[src/rtl/intra_pkg.sv]
// Shared definitions for the intra TU scheduler: size codes, beat budgets and FSM states.
package intra_pkg;

    localparam logic [2:0] TU4  = 3'd2;
    localparam logic [2:0] TU8  = 3'd3;
    localparam logic [2:0] TU16 = 3'd4;
    localparam logic [2:0] TU32 = 3'd5;

    localparam logic [6:0] BEATS_4  = 7'd2;
    localparam logic [6:0] BEATS_8  = 7'd4;
    localparam logic [6:0] BEATS_16 = 7'd16;
    localparam logic [6:0] BEATS_32 = 7'd64;
    localparam logic [6:0] PREP_16  = 7'd1;
    localparam logic [6:0] PREP_32  = 7'd4;

    typedef enum logic [2:0] {
        IDLE,
        LOAD,
        RUN,
        DRAIN,
        DONE
    } sched_state_e;

    function automatic logic tu_size_legal(input logic [2:0] sz);
        return (sz >= TU4) && (sz <= TU32);
    endfunction

    // Intra jobs need extra reference-preparation beats on the two large sizes.
    function automatic logic [6:0] beat_budget(input logic [2:0] sz, input logic is_inter);
        logic [6:0] b;
        case (sz)
            TU4:     b = BEATS_4;
            TU8:     b = BEATS_8;
            TU16:    b = BEATS_16 + (is_inter ? 7'd0 : PREP_16);
            TU32:    b = BEATS_32 + (is_inter ? 7'd0 : PREP_32);
            default: b = BEATS_4;
        endcase
        return b;
    endfunction

endpackage

[src/rtl/intra_rr_arb2.sv]
// Two-way round-robin arbiter (luma/chroma); the pointer moves past whichever side was granted.
module intra_rr_arb2 (
    input  logic clk,
    input  logic rst,
    input  logic en_i,
    input  logic req_y_i,
    input  logic req_c_i,
    output logic gnt_y_o,
    output logic gnt_c_o
);

    logic ptr_q, ptr_d;

    always_comb begin
        gnt_y_o = en_i && req_y_i && (!req_c_i || !ptr_q);
        gnt_c_o = en_i && req_c_i && (!req_y_i || ptr_q);
        ptr_d   = ptr_q;
        if (gnt_y_o) begin
            ptr_d = 1'b1;
        end else if (gnt_c_o) begin
            ptr_d = 1'b0;
        end
    end

    always_ff @(posedge clk or posedge rst) begin
        if (rst) begin
            ptr_q <= 1'b0;
        end else begin
            ptr_q <= ptr_d;
        end
    end

endmodule

[src/rtl/intra_tu_sched.sv]
// Intra TU job scheduler: arbitrates luma/chroma jobs onto the shared prediction engine,
// then sequences engine restart, beat counting, pipeline drain and completion reporting.
module intra_tu_sched
    import intra_pkg::*;
#(
    parameter int unsigned DRAIN_LAT = 3
) (
    input  logic       clk,
    input  logic       arst,
    input  logic       y_valid,
    output logic       y_ready,
    input  logic [2:0] y_tu_size,
    input  logic [5:0] y_mode,
    input  logic       y_is_inter,
    input  logic       c_valid,
    output logic       c_ready,
    input  logic [2:0] c_tu_size,
    input  logic [5:0] c_mode,
    input  logic       c_is_inter,
    input  logic [1:0] c_cidx,
    output logic       eng_rst_n,
    output logic [2:0] eng_tu_size,
    output logic [5:0] eng_mode,
    output logic       eng_is_inter,
    output logic [1:0] eng_cidx,
    output logic       eng_bstop,
    input  logic       ext_stall,
    output logic       busy,
    output logic       tu_done,
    output logic       tu_done_chr,
    output logic       tu_err
);

    localparam logic [3:0] DRAIN_LAST = 4'(DRAIN_LAT - 1);

    sched_state_e state_q, state_d;
    logic [6:0]   beat_q, beat_d;
    logic [3:0]   drain_q, drain_d;
    logic [2:0]   size_q;
    logic [5:0]   mode_q;
    logic         inter_q;
    logic         chr_q;
    logic [1:0]   cidx_q;
    logic         tu_err_q;
    logic         live_q;

    logic         arb_en;
    logic         gnt_y;
    logic         gnt_c;
    logic         grant;
    logic         sel_legal;
    logic [2:0]   sel_size;
    logic [5:0]   sel_mode;
    logic         sel_inter;
    logic [6:0]   beat_last;

    // live_q keeps every output at zero until the first clock after reset release.
    assign arb_en = live_q && (state_q == IDLE);

    intra_rr_arb2 u_arb (
        .clk     (clk),
        .rst     (arst),
        .en_i    (arb_en),
        .req_y_i (y_valid),
        .req_c_i (c_valid),
        .gnt_y_o (gnt_y),
        .gnt_c_o (gnt_c)
    );

    assign grant     = gnt_y || gnt_c;
    assign sel_size  = gnt_c ? c_tu_size  : y_tu_size;
    assign sel_mode  = gnt_c ? c_mode     : y_mode;
    assign sel_inter = gnt_c ? c_is_inter : y_is_inter;
    assign sel_legal = tu_size_legal(sel_size);
    assign beat_last = beat_budget(size_q, inter_q) - 7'd1;

    always_comb begin
        state_d = state_q;
        beat_d  = beat_q;
        drain_d = drain_q;
        case (state_q)
            IDLE: begin
                if (grant && sel_legal) begin
                    state_d = LOAD;
                end
            end
            LOAD: begin
                beat_d  = '0;
                drain_d = '0;
                state_d = RUN;
            end
            RUN: begin
                if (!ext_stall) begin
                    if (beat_q == beat_last) begin
                        state_d = DRAIN;
                    end else begin
                        beat_d = beat_q + 7'd1;
                    end
                end
            end
            DRAIN: begin
                if (!ext_stall) begin
                    if (drain_q == DRAIN_LAST) begin
                        state_d = DONE;
                    end else begin
                        drain_d = drain_q + 4'd1;
                    end
                end
            end
            DONE: begin
                state_d = IDLE;
            end
            default: begin
                state_d = IDLE;
            end
        endcase
    end

    always_ff @(posedge clk or posedge arst) begin
        if (arst) begin
            state_q  <= IDLE;
            beat_q   <= '0;
            drain_q  <= '0;
            tu_err_q <= 1'b0;
            live_q   <= 1'b0;
        end else begin
            state_q  <= state_d;
            beat_q   <= beat_d;
            drain_q  <= drain_d;
            tu_err_q <= grant && !sel_legal;
            live_q   <= 1'b1;
        end
    end

    // Illegal-size jobs are handshaken but never reach the engine configuration.
    always_ff @(posedge clk or posedge arst) begin
        if (arst) begin
            size_q  <= '0;
            mode_q  <= '0;
            inter_q <= 1'b0;
            chr_q   <= 1'b0;
            cidx_q  <= '0;
        end else if (grant && sel_legal) begin
            size_q  <= sel_size;
            mode_q  <= sel_mode;
            inter_q <= sel_inter;
            chr_q   <= gnt_c;
            cidx_q  <= gnt_c ? c_cidx : 2'd0;
        end
    end

    assign y_ready      = gnt_y;
    assign c_ready      = gnt_c;
    assign eng_rst_n    = live_q && (state_q != LOAD);
    assign eng_bstop    = live_q && ((state_q == RUN) ? ext_stall : 1'b1);
    assign eng_tu_size  = size_q;
    assign eng_mode     = mode_q;
    assign eng_is_inter = inter_q;
    assign eng_cidx     = cidx_q;
    assign busy         = (state_q != IDLE);
    assign tu_done      = (state_q == DONE);
    assign tu_done_chr  = (state_q == DONE) && chr_q;
    assign tu_err       = tu_err_q;

endmodule

[config.mk]
export PLATFORM = sky130hd
export DESIGN_NAME = intra_tu_sched
export DESIGN_NICKNAME = d
export VERILOG_FILES = /design/src/rtl/intra_pkg.sv /design/src/rtl/intra_rr_arb2.sv /design/src/rtl/intra_tu_sched.sv
export SDC_FILE = /design/constraint.sdc
export NUM_CORES = 1
export LEC_CHECK = 0
export CAP_MARGIN = 25
export CORE_ASPECT_RATIO = 0.5
export CORE_UTILIZATION = 49
export CTS_BUF_LIST = sky130_fd_sc_hd__clkbuf_8 sky130_fd_sc_hd__clkbuf_16
export DETAILED_ROUTE_END_ITERATION = 8
export PLACE_DENSITY = 0.9
export SLEW_MARGIN = 0
export SYNTH_ARGS = -nofsm -noshare
export SYNTH_HDL_FRONTEND = slang
export SYNTH_HIERARCHICAL = 1
export SYNTH_SLANG_ARGS = --single-unit
[constraint.sdc]
create_clock -name clk -period 3.45 [get_ports clk]
set_input_delay 0.345 -clock clk [delete_from_list [all_inputs] [get_ports clk]]
set_output_delay 0.345 -clock clk [all_outputs]
set_load 0.1 [all_outputs]
* After elaboration in Yosys (flattened, before gate mapping)
Cells that the tools add are included.
Storage, ports and cells: bits in latches 0, bits in read-only memories 0, memories 0, output and inout bits 20, input bits 27, logic and storage cells 83, register bits 30, memory bits (writable) 0
Cells by class: shift-type cells 0, order comparisons 2, divide/modulo/power cells 0, $add $sub $neg 5, mux-type cells 22, bitwise gates (word level) 0, equality and inequality tests 17, reduce and logical (&&, ||, !) cells 26, multiply operators 0
Operators with widths (count):
- $mux 3 | 7
- $pmux 7 s3 | 1
- $mux 7 | 2
- $pmux 7 s2 | 1
- $ne 2x2->1 const B | 6
- $pmux 3 s4 | 1
- $logic_and 1x1->1 | 11
- $eq 3x2->1 const B | 3
- $eq 3x3->1 const B | 3
- $mux 4 | 2
- $pmux 4 s2 | 1
- $add 7x1->7 const B | 1
- $add 7x3->7 const A | 1
- $eq 7x7->1 | 1
- $sub 7x1->7 const B | 1
- $add 5x1->6 const A | 1
- $mux 6 | 1
- $reduce_and 3->1 | 2
- $reduce_bool 2->1 | 3
- $mux 1 | 5
- $reduce_and 5->1 | 1
- $add 4x1->4 const B | 1
- $eq 4x2->1 const B | 1
- $logic_not 1->1 | 4
- other kinds (9) | 11

* Logic depth before layout (Yosys ltp)
word-level depth 10, depth in mapped cells 12, depth with buffers taken out 10

* By module
The synthesis kept the hierarchy.
By module, submodules not included:
- intra_tu_sched | sequential area each 725.7 um^2, area an instance 1749.2 um^2, times used 1, cells an instance 189
- intra_rr_arb2 | sequential area each 25.0 um^2, area an instance 65.1 um^2, times used 1, cells an instance 9

* Worst setup path after synthesis
No wires, ideal clock.
path kind register -> register, from reg state_q[1], to reg inter_q, in the netlist eng_is_inter, period minus slack after synthesis 4.625 ns, data required time 3.315 ns, setup time 0.135 ns, cell stages (with the launch flop) 13, setup slack -1.175 ns, data arrival time 4.491 ns, buffers on the path 4, cell sequence dfrtp_1 > buf_2 > or3_1 > nor2_1 > nand2_1 > a21oi_1 > clkbuf_1 > a21boi_0 > nor2_1 > clkbuf_1 > clkbuf_1 > nand2_1 > o21ai_0
On the way: longest elaborated chain between the ends 8, elaborated cells between the ends (all ways) 13, classes of those cells order compare: 2; mux: 2; reduce/logical: 9
Ends and longest elaborated chain:
- start: declaration | line intra_tu_sched.sv:36 | sched_state_e state_q, state_d;
- start signal: assignment | line intra_tu_sched.sv:127 | state_q <= state_d;
- $logic_not 3->1 * | line intra_tu_sched.sv:58 | assign arb_en = live_q && (state_q == IDLE);
- $logic_and 1x1->1 * | line intra_tu_sched.sv:58
- net arb_en | line intra_tu_sched.sv:47 | logic arb_en;
- $logic_and 1x1->1 * (2 in a row) | line intra_rr_arb2.sv:16 | gnt_c_o = en_i && req_c_i && (!req_y_i || ptr_q);
- net c_ready | line intra_tu_sched.sv:16 | output logic c_ready,
- $mux 3 | line intra_tu_sched.sv:71 | assign sel_size = gnt_c ? c_tu_size : y_tu_size;
- $ge 3x2->1 or $le 3x3->1 (tied branches) | line intra_pkg.sv:25 | return (sz >= TU4) && (sz <= TU32);
- $logic_and 1x1->1 | line intra_pkg.sv:25
- $logic_and 1x1->1 | line intra_tu_sched.sv:143 | end else if (grant && sel_legal) begin
- end signal: assignment | line intra_tu_sched.sv:146 | inter_q <= sel_inter;
- end: declaration | line intra_tu_sched.sv:41 | logic inter_q;
The timed path passes the listed nets; every way through them passes the cells marked *. A chain may end at the register's enable or synchronous reset.

* Worst setup path in the final report
from reg size_q[0], in the netlist eng_tu_size[0], to reg beat_q[2]
On the way: longest elaborated chain between the ends 6, elaborated cells between the ends (all ways) 8, classes of those cells add/sub: 1; eq/ne: 5; mux: 1; reduce/logical: 1
Ends and longest elaborated chain:
- start: declaration | line intra_tu_sched.sv:39 | logic [2:0] size_q;
- start signal: assignment | line intra_tu_sched.sv:144 | size_q <= sel_size;
- $eq 3x3->1 or $eq 3x2->1 (tied branches) | line intra_pkg.sv:31 | case (sz)
- $pmux 7 s3 * | line intra_pkg.sv:31
- $sub 7x1->7 * | line intra_tu_sched.sv:75 | assign beat_last = beat_budget(size_q, inter_q) - 7'd1;
- $eq 7x7->1 * | line intra_tu_sched.sv:94 | if (beat_q == beat_last) begin
- $ne 2x2->1 (no source line) *
- $reduce_and 3->1 (no source line) *
- end signal: assignment | line intra_tu_sched.sv:128 | beat_q <= beat_d;
- end: declaration | line intra_tu_sched.sv:37 | logic [6:0] beat_q, beat_d;
Every way passes the cells marked *; elsewhere a longest branch is shown, timed or not.

==> summary.md <==
| Metric | Value |
|---|---|
| # clock sinks | 30 |
| Die W | 88.1 um |
| Flops & latches, synth | 30 |
| Die area | 3960 um^2 |
| Skew final | 0.00537 ns |
| Crit start category | flop |
| DR vias/cell | 5.47 |
| Fin worst setup slack | 0.426 ns |
| Clock latency on the worst-skew pair | 0.29 ns |
| # IOs | 47 |
| Total CTS buffers | 5 |
| Synth-to-Final Area Change | 36.1% |
| Proportion of layout cells with a drive suffix above 1 | 0.113 |
| Total gr overflow | 0 |
| Gate power share | 0.484 |
| Port Buf Inserts | 46 |
| Mean Syn Cell Area | 9.16 um^2 |
| Cell taking the most area after synthesis | dfrtp_1 |
| PD cells | 759 nW/um^2 |
| Post-route DRC | 0 |
| CP required | 3.66 ns |
| Syn Inst Count | 198 |
| Area after DPL | 2350 um^2 |
| Ranking of synthesized cells by area | dfrtp_1 (41%), mux2i_1 (7.7%), nand2_1 (5.4%) |
| Status | finished, final reports clean |
| First-pass GRT wire length | 6.87 mm |
| Relative slew slack | 0.329 |
| Row cnt | 15 |
| Post-synth EDFFs | 0 |
| DR iter-0 viols | 90 |
| Total negative setup slack | 0 ns |
| Post-CTS sizing | 0 |
| Routability cong. | 0.856 |
| CTS Hold Bufs | 0 |
| Vias | 1635 |
| Setup WS pre-CTS | 0.481 ns |
| Fin. max-slew vios | 0 |
| Crit path DAT | 3.24 ns |
| Longest Clk Path Bufs | 2 |
| Vias in the first global route | 1507 |
| GR Util All Layers | 0.238 |
| Nets@finish | 279 |
| Max Freq | 331 MHz |
| Slew @ Worst Pin | 1.00 ns |
| Post-DRT Antenna Nets | 0 |
| Switching part of the total | 0.480 |
| Fin crit share | 0.877 |
| Largest net degree at the start of global routing | 21 |
| CP Capture Type | flop |
| Min-Delay Path Class | primary input to asynchronous set/reset pin |
| DR pass1 iterations | 4 |
| Top FF cell, synth | dfrtp_1 |
| Average wire per standard cell | 14.3 um |
| DPL Wire Length | 3.13 mm |
| Clk root buf | clkbuf_8 |
| Min Tclk post-route | 3.02 ns |
| Post-synthesis sequential area ratio | 0.414 |
| Distinct cells, synth | 44 |
| Pleak | 1.05 nW |
| P_int | 974 uW |
| Critical path class | flop to flop |
| CTS clk-pin slew, worst paths | 0.07 ns |
| Synth warn | 6 |
| Setup Buffers After CTS | 0 |
| Async SR Flop Fraction | 1.00 |
| Crit-path max FO | 10 |
| Hold Vio Cnt, Final | 0 |
| Finished Cell Area | 2470 um^2 |
| Die Ht | 45.0 um |
| Endpoints failing setup | 0 |
| Sw power | 900 uW |
| Max IR drop VDD | 0.000470 V |
| Top cell type's share of synthesized area | 0.414 |
| Reg power frac | 0.334 |
| Clock network fraction of total power | 0.182 |
| RSZ-0062 raised after global routing | false |
| WL final | 4.27 mm |
| Max cap viols | 0 |
| Initial antenna violation count | 0 |
| Syn nets | 230 |
| Synth Cell Area | 1810 um^2 |
| Core ar. | 3490 um^2 |
| H-tree depth | 2 |
| # diodes | 0 |
| CTS tree | yes |
| Core Util, Final | 0.707 |
| Initial core utilization | 0.520 |
[cell families (layout without fill, tap and decap cells)]
kind of cell / Yosys count / count (layout) / synth area share
AOI/OAI and AO/OA: 48 / 48 / 0.177
muxes: 14 / 14 / 0.0772
DFF: 30 / 30 / 0.414
xor gates and xnor gates: 7 / 7 / 0.0338
and+or+nand+nor: 76 / 76 / 0.222
other: 1 / 1 / 0.00207
adders and majority gates: 5 / 5 / 0.0345
buffers and inverters: 17 / 67 / 0.0400
[critical path, stage by stage (launching register included)]
cell      delay (ns)
dfrtp_1         0.49
or4b_4          0.57
ha_1            0.25
ha_1            0.20
xnor2_1         0.28
xnor2_1         0.18
nand4_1         0.17
a211oi_4        0.44
a21o_1          0.19
mux2i_1         0.18
[final timing paths]
path	from	end	slack [ns]	cells after the start
max reg2reg	eng_tu_size[0]$_DFFE_PP0P_	beat_q[2]$_DFFE_PP0P_	0.43	9
max	eng_tu_size[0]$_DFFE_PP0P_	beat_q[2]$_DFFE_PP0P_	0.43	9
min in group clk	eng_mode[2]$_DFFE_PP0P_	eng_mode[2]$_DFFE_PP0P_	0.48	2
min	arst	u_arb/ptr_q$_DFFE_PP0P_	0.21	2
min reg2reg	eng_mode[2]$_DFFE_PP0P_	eng_mode[2]$_DFFE_PP0P_	0.48	2
max in group asynchronous	arst	eng_cidx[1]$_DFFE_PP0P_	2.51	3
[sequential cells by signal, summed over array words and instances (netlist names), 2 cells and up]
signal / flops
beat_q: 7
drain_q: 4
eng_cidx: 2
eng_mode: 6
eng_tu_size: 3
state_q: 3
[area by class of cell]
class,instances,area (um^2)
Timing Repair Buffer,51,503
Tap cell,51,63.8
Clock buffer,8,110
Sequential cell,30,751
Inverter,8,30.0
Multi-Input combinational cell,151,1010
Fill cell,234,1020
[Yosys cell counts (all sizes together) (3+ instances only)]
master / count
dfrtp: 30
and3: 4
ha: 5
nor2b: 4
nand3: 4
nand4: 5
clkbuf: 4
nand2: 26
xnor2: 5
a31oi: 3
nor3: 4
buf: 5
o21ai: 19
nand2b: 8
inv: 8
a21oi: 12
mux2i: 14
nor2: 9
[layer usage]
| metal | up-vias | share of wire | global-route usage |
|---|---|---|---|
| met4 | 0 | 0.016 | 0.103 |
| li1 | 796 | - | - |
| met2 | 41 | 0.50 | 0.403 |
| met3 | 9 | 0.050 | 0.0768 |
| met1 | 789 | 0.44 | 0.288 |
| met5 | - | 0 | 0 |
[cell usage in the layout, fill, tap and decap left out, drive strengths merged, types with 3 or more instances in the layout]
| cell | n |
|---|---|
| nand2 | 26 |
| inv | 8 |
| mux2i | 14 |
| and3 | 4 |
| nor2 | 9 |
| buf | 11 |
| nor3 | 4 |
| o21ai | 19 |
| dfrtp | 30 |
| clkbuf | 8 |
| nand2b | 8 |
| nand4 | 5 |
| nand3 | 4 |
| a21oi | 12 |
| a31oi | 3 |
| xnor2 | 5 |
| nor2b | 4 |
| ha | 5 |
| clkdlybuf4s50 | 40 |
[through the flow]
step,instances,hold WS [ns],power (mW)
6_report,299,0.213,1.87
5_1_grt,299,0.245,1.98
4_1_cts,298,0.209,1.88
3_5_place_dp,290,0.476,1.53
3_3_place_gp,289,0.465,1.48
2_1_floorplan,198,0.0737,1.30
[power groups by stage]
stage	registers [mW]	logic (mW)	clock network, mW
2_1_floorplan	0.828	0.477	0
3_3_place_gp	0.617	0.868	0
3_5_place_dp	0.627	0.901	0
4_1_cts	0.622	0.906	0.347
5_1_grt	0.644	0.966	0.365
6_report	0.626	0.906	0.342
Power figures use the tool's default switching activity.
==> patch: new RTL, same flow settings <==
The 5 states of `sched_state_e` get a one-hot encoding in 5 bits.
--- a/src/rtl/intra_pkg.sv
+++ b/src/rtl/intra_pkg.sv
@@ -14,10 +14,10 @@
     localparam logic [6:0] PREP_32  = 7'd4;
 
-    typedef enum logic [2:0] {
-        IDLE,
-        LOAD,
-        RUN,
-        DRAIN,
-        DONE
+    typedef enum logic [4:0] {
+        IDLE  = 5'b00001,
+        LOAD  = 5'b00010,
+        RUN   = 5'b00100,
+        DRAIN = 5'b01000,
+        DONE  = 5'b10000
     } sched_state_e;
 
Formal check against the unedited RTL: same outputs for any inputs over 10 cycles, from zero or initial values and one cycle with arst high; not proved beyond that.
==> patch against the unedited design <==
Wire length shrank 2.6%; die area increased by 3.9%; worst setup slack better by 2.5 ps; design area up 0.76%; area after synthesis increased by 4.1%; count of clock-buffer cells in the layout is 3 lower; total power rose by 13%; sequential cell count up 2; largest power group unchanged.
==> patch: results <==
logic_synthesis:
  synth_seq_area_share: 0.425
  yosys.area_share.adder: 0.0437
  synth_xor_area_frac: 0.0417
  synth-compound-area-share: 0.176
  yosysWarnings: 6
  yosysUniqueCellTypes: 51
  synthTopCellsByArea: "dfrtp_1 41%, mux2i_1 5.3%, nand2_1 5.2%, o21ai_0 4.0%, ha_1 3.3%"
  postSynth.asyncResetShare: 1.00
  synthTopCellsByCount: "31 x dfrtp_1, 26 x nand2_1, 15 x o21ai_0"
  synthMuxAreaShare: 0.0530
  syn-num-nets: 235
timing:
  slew_headroom: 0.348
  skew_ps: 7.40
pwr:
  power_leakage_nw: 1.09
  ir_drop_mv: 0.711
cells_and_area:
  layout.core_utilization: 0.698
  diodes: 0
  drive_above_1_share: 0.110
  final_nets: 285
  fill_cells: 277
  largest_register_ffs: 7
  top_register: "beat_q"
cts:
  cts.reportedPaths.clkPinSlew_ps: 70
  cts.repair.resized: 0
  clock-root-buffer: "clkbuf_8"
  clk-insertion-delay-late_ps: 290
  cts_buffers: 5
  clk_path_buf_depth: 2
  htreeDepth: 2
  postCtsSetupBuffers: 0
global_route:
  grt_use_met2: 0.417
  grt_pass1_vias: 1542
  grt_max_degree: 32
  grt_util_met1: 0.251
  grt_use_total: 0.223
  grt_pass1_wl_um: 6930
  grt_use_met3: 0.0700
  antenna_found_initial: 0
route:
  avgViaCountPerCell: 5.32
  drcViolationCount: 0
  wirelength_um: 4160
  firstDrtPassIters: 5
  drt_iter0_drc: 128
placed_design:
  dp_slack_ps: 441
  placed_cell_area_um2: 2410
  dpl.hpwl_um: 3100
  port_buffers: 46
  place.gp.congestion: 0.794
setup_path:
  cp_max_fo: 14
  cp.arrival_ps: 3230
worst_hold_path:
  min_path_type: "in2async"
run_status:
  run_status: "finished, final reports clean"
patch: cell types whose count changed in the layout (fill, tap and decap cells not counted), moves of 3 or more:
cell	delta
and2_1	+4
nand4_1	-4
inv_1	+6
mux2i_1	-4
o21ai_0	-3
clkbuf_8	-3
or3_1	+6
o31ai_1	+3
xor2_1	+4
nand2b_1	-7
patch: power by group:
part	switching, mW	total [mW]	internal [mW]	leakage [nW]
combinational	0.873	1.24	0.368	0.624
sequential	0.116	0.603	0.487	0.415
clock	0.142	0.277	0.136	0.0505
patch: cell families after synthesis:
family | after synthesis
XOR/XNOR | 9
flip-flops | 32
adder cells (fa/ha/maj) | 7
AND/OR/NAND/NOR | 77
multiplexers | 10
other | 1
AO/OA/AOI/OAI | 49
buffers and inverters | 18
patch: final cells by class:
type,count,share of cell area
Inverter,12,0.0181
Sequential cell,32,0.323
Clock buffer,5,0.0277
Tap cell,51,0.0257
Timing Repair Buffer,49,0.192
Multi-Input combinational cell,153,0.408
Clock inverter,3,0.00503
patch: worst paths after layout:
| path | from | endpoint | slack, ps | depth (start not counted) |
|---|---|---|---|---|
| setup reg to reg | eng_tu_size[1] | beat_q[5] | 430 | 10 |
| min in group clk | chr_q | chr_q | 480 | 1 |
| setup / recovery | eng_tu_size[1] | beat_q[5] | 430 | 10 |
| hold reg to reg | chr_q | chr_q | 480 | 1 |
| hold / removal | arst | u_arb/ptr_q | 220 | 2 |
| max in group asynchronous | arst | state_q[0] | 2640 | 3 |
patch: through the flow:
step           hold slack (ps)  cells
3_5_place_dp               467    297
3_3_place_gp               460    297
5_1_grt                    228    305
2_1_floorplan             73.7    203
6_report                   218    305
4_1_cts                    210    305
patch: worst max-delay path, cell delays in order, from the launching register on:
cell and delay [ps]:
dfrtp_1 470, or3b_1 420, or2_2 290, ha_1 250
ha_1 210, xnor2_1 160, or3_1 140, a211oi_2 70
a31o_4 280, or4_1 500, a21oi_1 150
patch: layer usage:
layer | part of all wire | up-vias
li1 | - | 813
met1 | 0.43 | 750
met2 | 0.48 | 52
met3 | 0.066 | 8
met4 | 0.018 | 0
met5 | 0 | -
